$ cat src/rtl/tdm_frame_ctrl.sv
// rtl/tdm_frame_ctrl.sv - TDM master sck/ws generator with frame-aligned start/stop sequencing
// Optional frame counter is built only when TDM_FRAME_CNT_EN is defined.
module tdm_frame_ctrl #(
  parameter int CLK_DIV     = 4,
  parameter int SLOT_BITS   = 32,
  parameter int SLOTS       = 4,
  parameter int FRAME_CNT_W = 16
) (
  input  logic                   clk_in,
  input  logic                   rst_n_in,
  input  logic                   enable_in,
  output logic                   sck_out,
  output logic                   ws_out,
  output logic                   sck_rise_out,
  output logic                   frame_start_out,
  output logic                   busy_out,
  output logic [FRAME_CNT_W-1:0] frame_cnt_out
);

  localparam int FRAME = SLOTS * SLOT_BITS;
  localparam int PH_W  = $clog2(CLK_DIV);
  localparam int BI_W  = $clog2(FRAME);

  localparam logic [PH_W-1:0] PH_LAST = PH_W'(CLK_DIV - 1);
  localparam logic [PH_W-1:0] PH_HALF = PH_W'(CLK_DIV / 2);
  localparam logic [BI_W-1:0] BI_LAST = BI_W'(FRAME - 1);
  localparam logic [BI_W-1:0] BI_STOP = BI_W'(FRAME - 2);

  generate
    if (CLK_DIV < 2 || (CLK_DIV % 2) != 0) begin : g_bad_div
      $error("tdm_frame_ctrl: CLK_DIV must be even and >= 2");
    end
    if (FRAME < 2) begin : g_bad_frame
      $error("tdm_frame_ctrl: SLOTS*SLOT_BITS must be >= 2");
    end
  endgenerate

  typedef enum logic [1:0] {
    S_IDLE  = 2'd0,
    S_RUN   = 2'd1,
    S_DRAIN = 2'd2
  } state_t;

  state_t            r_state;
  state_t            w_state_nxt;
  logic [PH_W-1:0]   r_ph;
  logic [BI_W-1:0]   r_bi;
  logic              w_ph_wrap;
  logic              w_stop_pt;

  logic              w_sck_d;
  logic              w_ws_d;
  logic              w_busy_d;
  logic              r_sck;
  logic              r_ws;
  logic              r_busy;
  logic              r_sck_rise;
  logic              r_frame_start;

  assign w_ph_wrap = (r_ph == PH_LAST);
  // Stopping after the FRAME-2 period suppresses the ws that would start an unused frame.
  assign w_stop_pt = w_ph_wrap && (r_bi == BI_STOP);

  always_ff @(posedge clk_in or negedge rst_n_in) begin
    if (!rst_n_in) begin
      r_state <= S_IDLE;
    end else begin
      r_state <= w_state_nxt;
    end
  end

  always_comb begin
    w_state_nxt = r_state;
    case (r_state)
      S_IDLE: begin
        if (enable_in) w_state_nxt = S_RUN;
      end
      S_RUN: begin
        if (!enable_in) w_state_nxt = S_DRAIN;
      end
      S_DRAIN: begin
        if (enable_in)      w_state_nxt = S_RUN;
        else if (w_stop_pt) w_state_nxt = S_IDLE;
      end
      default: w_state_nxt = S_IDLE;
    endcase
  end

  always_comb begin
    w_sck_d  = 1'b0;
    w_ws_d   = 1'b0;
    w_busy_d = 1'b0;
    if (r_state != S_IDLE) begin
      w_busy_d = 1'b1;
      w_sck_d  = (r_ph >= PH_HALF);
      w_ws_d   = (r_bi == BI_LAST);
    end
  end

  // A start preloads bi to the last bit so the first sck period is the ws preamble.
  always_ff @(posedge clk_in or negedge rst_n_in) begin
    if (!rst_n_in) begin
      r_ph <= '0;
      r_bi <= '0;
    end else if (r_state == S_IDLE) begin
      if (enable_in) begin
        r_ph <= '0;
        r_bi <= BI_LAST;
      end
    end else begin
      r_ph <= w_ph_wrap ? '0 : r_ph + 1'b1;
      if (w_ph_wrap) begin
        r_bi <= (r_bi == BI_LAST) ? '0 : r_bi + 1'b1;
      end
    end
  end

  always_ff @(posedge clk_in or negedge rst_n_in) begin
    if (!rst_n_in) begin
      r_sck         <= 1'b0;
      r_ws          <= 1'b0;
      r_busy        <= 1'b0;
      r_sck_rise    <= 1'b0;
      r_frame_start <= 1'b0;
    end else begin
      r_sck         <= w_sck_d;
      r_ws          <= w_ws_d;
      r_busy        <= w_busy_d;
      r_sck_rise    <= w_sck_d & ~r_sck;
      r_frame_start <= w_ws_d & ~r_ws;
    end
  end

  assign sck_out         = r_sck;
  assign ws_out          = r_ws;
  assign busy_out        = r_busy;
  assign sck_rise_out    = r_sck_rise;
  assign frame_start_out = r_frame_start;

`ifdef TDM_FRAME_CNT_EN
  logic [FRAME_CNT_W-1:0] r_frame_cnt;

  always_ff @(posedge clk_in or negedge rst_n_in) begin
    if (!rst_n_in) begin
      r_frame_cnt <= '0;
    end else if (w_ws_d && !r_ws) begin
      r_frame_cnt <= r_frame_cnt + 1'b1;
    end
  end

  assign frame_cnt_out = r_frame_cnt;
`else
  assign frame_cnt_out = '0;
`endif

endmodule
$ cat config.mk
export PLATFORM = sky130hd
export DESIGN_NAME = tdm_frame_ctrl
export DESIGN_NICKNAME = d
export VERILOG_FILES = /design/src/rtl/tdm_frame_ctrl.sv
export SDC_FILE = /design/constraint.sdc
export NUM_CORES = 1
export LEC_CHECK = 0
export ABC_AREA = 1
export CORE_MARGIN = 2
export CORE_UTILIZATION = 48
export CTS_CLUSTER_SIZE = 12
export DETAILED_ROUTE_END_ITERATION = 10
export GPL_TIMING_DRIVEN = 0
export HOLD_SLACK_MARGIN = 0.02
export PLACE_DENSITY = 0.78
export SYNTH_ARGS = -nofsm -noshare
export SYNTH_HDL_FRONTEND = slang
export SYNTH_SLANG_ARGS = --single-unit
$ cat constraint.sdc
create_clock -name clk_in -period 1.45 [get_ports clk_in]
set_clock_uncertainty 0.05 [all_clocks]
set_input_delay 0.29 -clock clk_in [delete_from_list [all_inputs] [get_ports clk_in]]
set_output_delay 0.29 -clock clk_in [all_outputs]
set_load 0.005 [all_outputs]
Word level (Yosys, flattened, before mapping):

Cells that the tools add are included.

* flip-flop bits (word level): 16
* logic and storage cells: 44

* add/sub/neg operators: 2
* $lt $le $gt $ge: 1
* bitwise logic cells: 4
* muxes and demuxes: 15
* reduce and logical (&&, ||, !) cells: 6
* equality and inequality tests: 8

Operator list (count)
* 2-to-1 mux 7 bit: 4
* == test 7 bit, second input constant: 2
* 2-to-1 mux 2 bit: 7
* adder 7 x 1 -> 7 bit, second input constant: 1
* one-hot mux 2 bit (3 select lines): 1
* == test 2 bit, second input constant: 2
* != test 2 bit, second input constant: 2
* nonzero test 2 bit: 2
* 2-to-1 mux 1 bit: 3
* != test 3 bit, second input constant: 1
* AND reduction 3 bit: 1
* adder 2 x 1 -> 2 bit, second input constant: 1
* bitwise AND 1 bit: 2
* == test 2 x 1 -> 1 bit, second input constant: 1
* >= comparator 2 bit, second input constant: 1
* zero test 2 bit: 1
* inverter 1 bit: 2
* AND reduction 2 bit: 1
* logical AND 1 bit: 1

Logic depth before layout (Yosys ltp):

* depth after elaboration: 5
* mapped depth: 7
* mapped depth without buffers: 7

Worst setup path after synthesis:

Ideal clock, no wire load.

* path type: register -> register
* from: register r_bi[1]
* to: register r_bi[5]
* library setup time: 0.116 ns
* setup slack: 0.223 ns
* cell stages (with the launch flop): 7
* arrival time: 1.060 ns
* cell sequence: dfrtp_1 -> ha_1 -> nand3_1 -> nor2_2 -> a21oi_2 -> nand2_1 -> nand2_1

* longest elaborated chain between the ends: 4

RTL lines
* start, declared: RTL line 47 `logic [BI_W-1:0] r_bi;`
* start signal, assigned: RTL line 113 `r_bi <= (r_bi == BI_LAST) ? '0 : r_bi + 1'b1;`
* adder 7 x 1 -> 7 bit or == test 7 bit (tied branches): RTL line 113
* 2-to-1 mux 7 bit *: RTL line 113
* 2-to-1 mux 7 bit *: RTL line 112 `if (w_ph_wrap) begin`
* 2-to-1 mux 7 bit *: RTL line 105 `end else if (r_state == S_IDLE) begin`

Every way passes the cells marked *; elsewhere a longest branch is shown, timed or not. The select of a mux whose other input is x is not followed.
A chain may end at the register's enable or synchronous reset.

Worst setup path in the final report:

* from: register r_bi[1]
* to: register r_bi[3]

The elaborated chain is that of the path after synthesis.

==> impl_metrics.json <==
{
  "syn-cell-area_sq_um": 984.7,
  "r2r_slack_ns": 0.17,
  "crit_arrival_ns": 1.41,
  "post-place-ws_ns": 0.04325,
  "slowest_delay_ns": 0.42,
  "clk-insertion-delay-late_ns": 0.28,
  "post_drt_wl_per_cell_um": 9.736,
  "antenna_left": 0,
  "power.total_mw": 1.844,
  "finalCriticalPeriod_ns": 1.276,
  "num_antenna_cells": 0,
  "antenna_found_initial": 0,
  "vias": 715,
  "clk_pin_slew_worst_paths_ns": 0.10,
  "start_util_pct": 50.71,
  "fmax_mhz": 783.5,
  "setup_viol": 0,
  "grt_pass1_wl_um": 2863,
  "tightest_slew_ns": 0.7097,
  "rsz0062_at_grt": "no",
  "cts-root-buf": "clkbuf_4",
  "gp_congestion": 0.8074,
  "cp.required_ns": 1.58,
  "finalCritPeriodShare_pct": 88.02,
  "yosysSeqAreaShare_pct": 40.66,
  "grt_pass1_vias": 652,
  "drive_above_1_share_pct": 27.21,
  "dpl_cell_area_sq_um": 1145,
  "maxSlewHeadroom_pct": 52.54,
  "p_sw_mw": 0.7549,
  "rows": 16,
  "seqPwrFrac_pct": 41.7,
  "final_nets": 144,
  "p_sw_share_pct": 40.94,
  "path_class": "reg -> reg",
  "dp_hpwl_um": 1259,
  "end_kind": "register",
  "clockPowerShare_pct": 16.0,
  "die_y_um": 49.29,
  "die_w_um": 49.29,
  "ys_seq_elements": 16,
  "dr.pass1.iters": 5,
  "path_max_fanout": 5,
  "finalHoldViolations": 0,
  "wl_um": 1587,
  "fin_area_sq_um": 1179,
  "numCtsBuffers": 3,
  "maxSlewViolCount": 0,
  "synthToLayoutAreaGrowth_pct": 19.70,
  "grt_usage_pct": 15.18,
  "ctsHoldBuffers": 0,
  "cp_slowest_cell": "dfrtp_2",
  "layout_setup_ws_ns": 0.1737,
  "ir_drop_mv": 0.7103,
  "vias_per_cell": 4.387,
  "io_pins": 24,
  "status": "completed",
  "netlist_instances": 110,
  "htree_levels": 1,
  "cts_tree": "done",
  "io_buffers": 7,
  "avgSynthCellArea_sq_um": 8.952,
  "cp_cell_sequence": "ha_2 -> nand3_1 -> nor2_2 -> a21oi_2 -> nand2_1 -> nand2_1",
  "die_area_sq_um": 2430,
  "comb_power_share_pct": 42.3,
  "grt_max_degree": 17,
  "yosysWarnings": 0,
  "worst_setup_path_start_kind": "register",
  "post_cts_buffers": 0,
  "p_int_mw": 1.089,
  "cellLeakagePower_nw": 0.6271,
  "drtIter0Drc": 11,
  "p_per_area_nw_per_um2": 1565,
  "maxCapViolCount": 0,
  "drc": 0,
  "synthDistinctLibCells": 26,
  "setup-tns-final_ns": 0,
  "crit_path_frequent_cell": "nand2_1",
  "fillCellCount": 189,
  "hp-class": "reg -> reg",
  "cts_sinks": 16,
  "cts.path.max_buffers": 2,
  "grt_overflow": 0,
  "coreArea_sq_um": 1942
}
power groups by stage:
stage	combinational (mW)	sequential, mW	clock, mW
after CTS	0.785	0.763	0.304
after global placement	0.763	0.761	0
final	0.780	0.769	0.295
after floorplan	0.622	0.741	0
after global routing	0.886	0.797	0.334
after detailed placement	0.803	0.774	0
sequential cells by signal, summed over array words and instances (netlist names):
register,count
busy_out,1
r_ph,2
sck_out,1
sck_rise_out,1
frame_start_out,1
r_bi,7
r_state,2
ws_out,1
path summary, 6_finish.rpt:
check / end / start / cells after the start
hold reg to reg: frame_start_out / ws_out / 1
max in group asynchronous: r_bi[1] / rst_n_in / 1
min in group asynchronous: ws_out / rst_n_in / 1
hold / removal: frame_start_out / ws_out / 1
setup reg to reg: r_bi[3] / r_bi[1] / 6
setup / recovery: r_bi[3] / r_bi[1] / 6
final cells by class:
type | count | area, sq um | area share (%)
Buffer | 16 | 120.1 | 10.19
Clock buffer | 4 | 36.28 | 3.079
Inverter | 13 | 53.80 | 4.565
Multi-Input combinational cell | 80 | 469.2 | 39.81
Sequential cell | 16 | 401.6 | 34.08
Tap cell | 27 | 33.78 | 2.866
Timing Repair Buffer | 7 | 63.81 | 5.414
metal layers:
metal / track usage [%] / share of wire (%)
met1: 20.04 / 45
met2: 24.10 / 50
met3: 3.374 / 4.1
met4: 5.714 / 0.88
met5: 0 / 0
per-stage QoR:
stage	hold slack, ns	cells	util [%]
3_5_place_dp	0.3605	159	58.96
3_3_place_gp	0.3608	159	58.96
6_report	0.3688	163	60.70
4_1_cts	0.3643	163	60.50
5_1_grt	0.3727	163	60.70
2_1_floorplan	-0.05559	125	-
cells in the final DEF, fill, tap and decap left out:
cell type and instances:
a211oi_1 1, a21oi_1 2, a21oi_2 2, a22oi_1 1, a41oi_1 1, buf_4 16
clkbuf_4 3, clkbuf_8 1, clkdlybuf4s50_1 2, conb_1 16, dfrtp_1 15, dfrtp_2 1
dlygate4sd2_1 5, ha_1 3, ha_2 1, inv_1 10, inv_2 2, inv_6 1
nand2_1 21, nand2_2 1, nand2_4 2, nand2_8 2, nand3_1 10, nand4_1 1
nor2_1 5, nor2_2 1, nor2_4 2, o21ai_0 3, o21ai_2 2, o22ai_1 1
or2_0 1, xor2_1 1
Yosys cell counts (all sizes together):
cell type | n | area share (%)
nand2 | 26 | 15
buf | 16 | 12
dfrtp | 16 | 41
inv | 13 | 5.5
nand3 | 10 | 5.1
nor2 | 8 | 4.8
o21ai | 5 | 3.3
a21oi | 4 | 2.8
ha | 4 | 5.1
a211oi | 1 | 0.76
a22oi | 1 | 0.76
a41oi | 1 | 0.89
conb | 1 | 0.38
nand4 | 1 | 0.64
o22ai | 1 | 0.64
or2 | 1 | 0.64
xor2 | 1 | 0.89
kinds of logic after synthesis:
family	count (synthesis)	share of synthesized area [%]
AND/OR/NAND/NOR	46	26.18
buffers and inverters	29	17.66
flip-flops	16	40.66
AO/OA/AOI/OAI	13	9.150
adder cells (fa/ha/maj)	4	5.083
XOR/XNOR	1	0.8896
other	1	0.3808
critical path, delay by kind of cell (launching register included):
family | cells | cell delay [ns]
flops | 1 | 0.42
compound gates | 1 | 0.08
simple gates | 4 | 0.39
fa+ha+maj | 1 | 0.24
timing repair:
action                     CTS  global route
cloned                       0             0
setup endpoints to repair    5             3
resized for setup            5             2
Note: power is estimated with default switching activity, not from simulation.
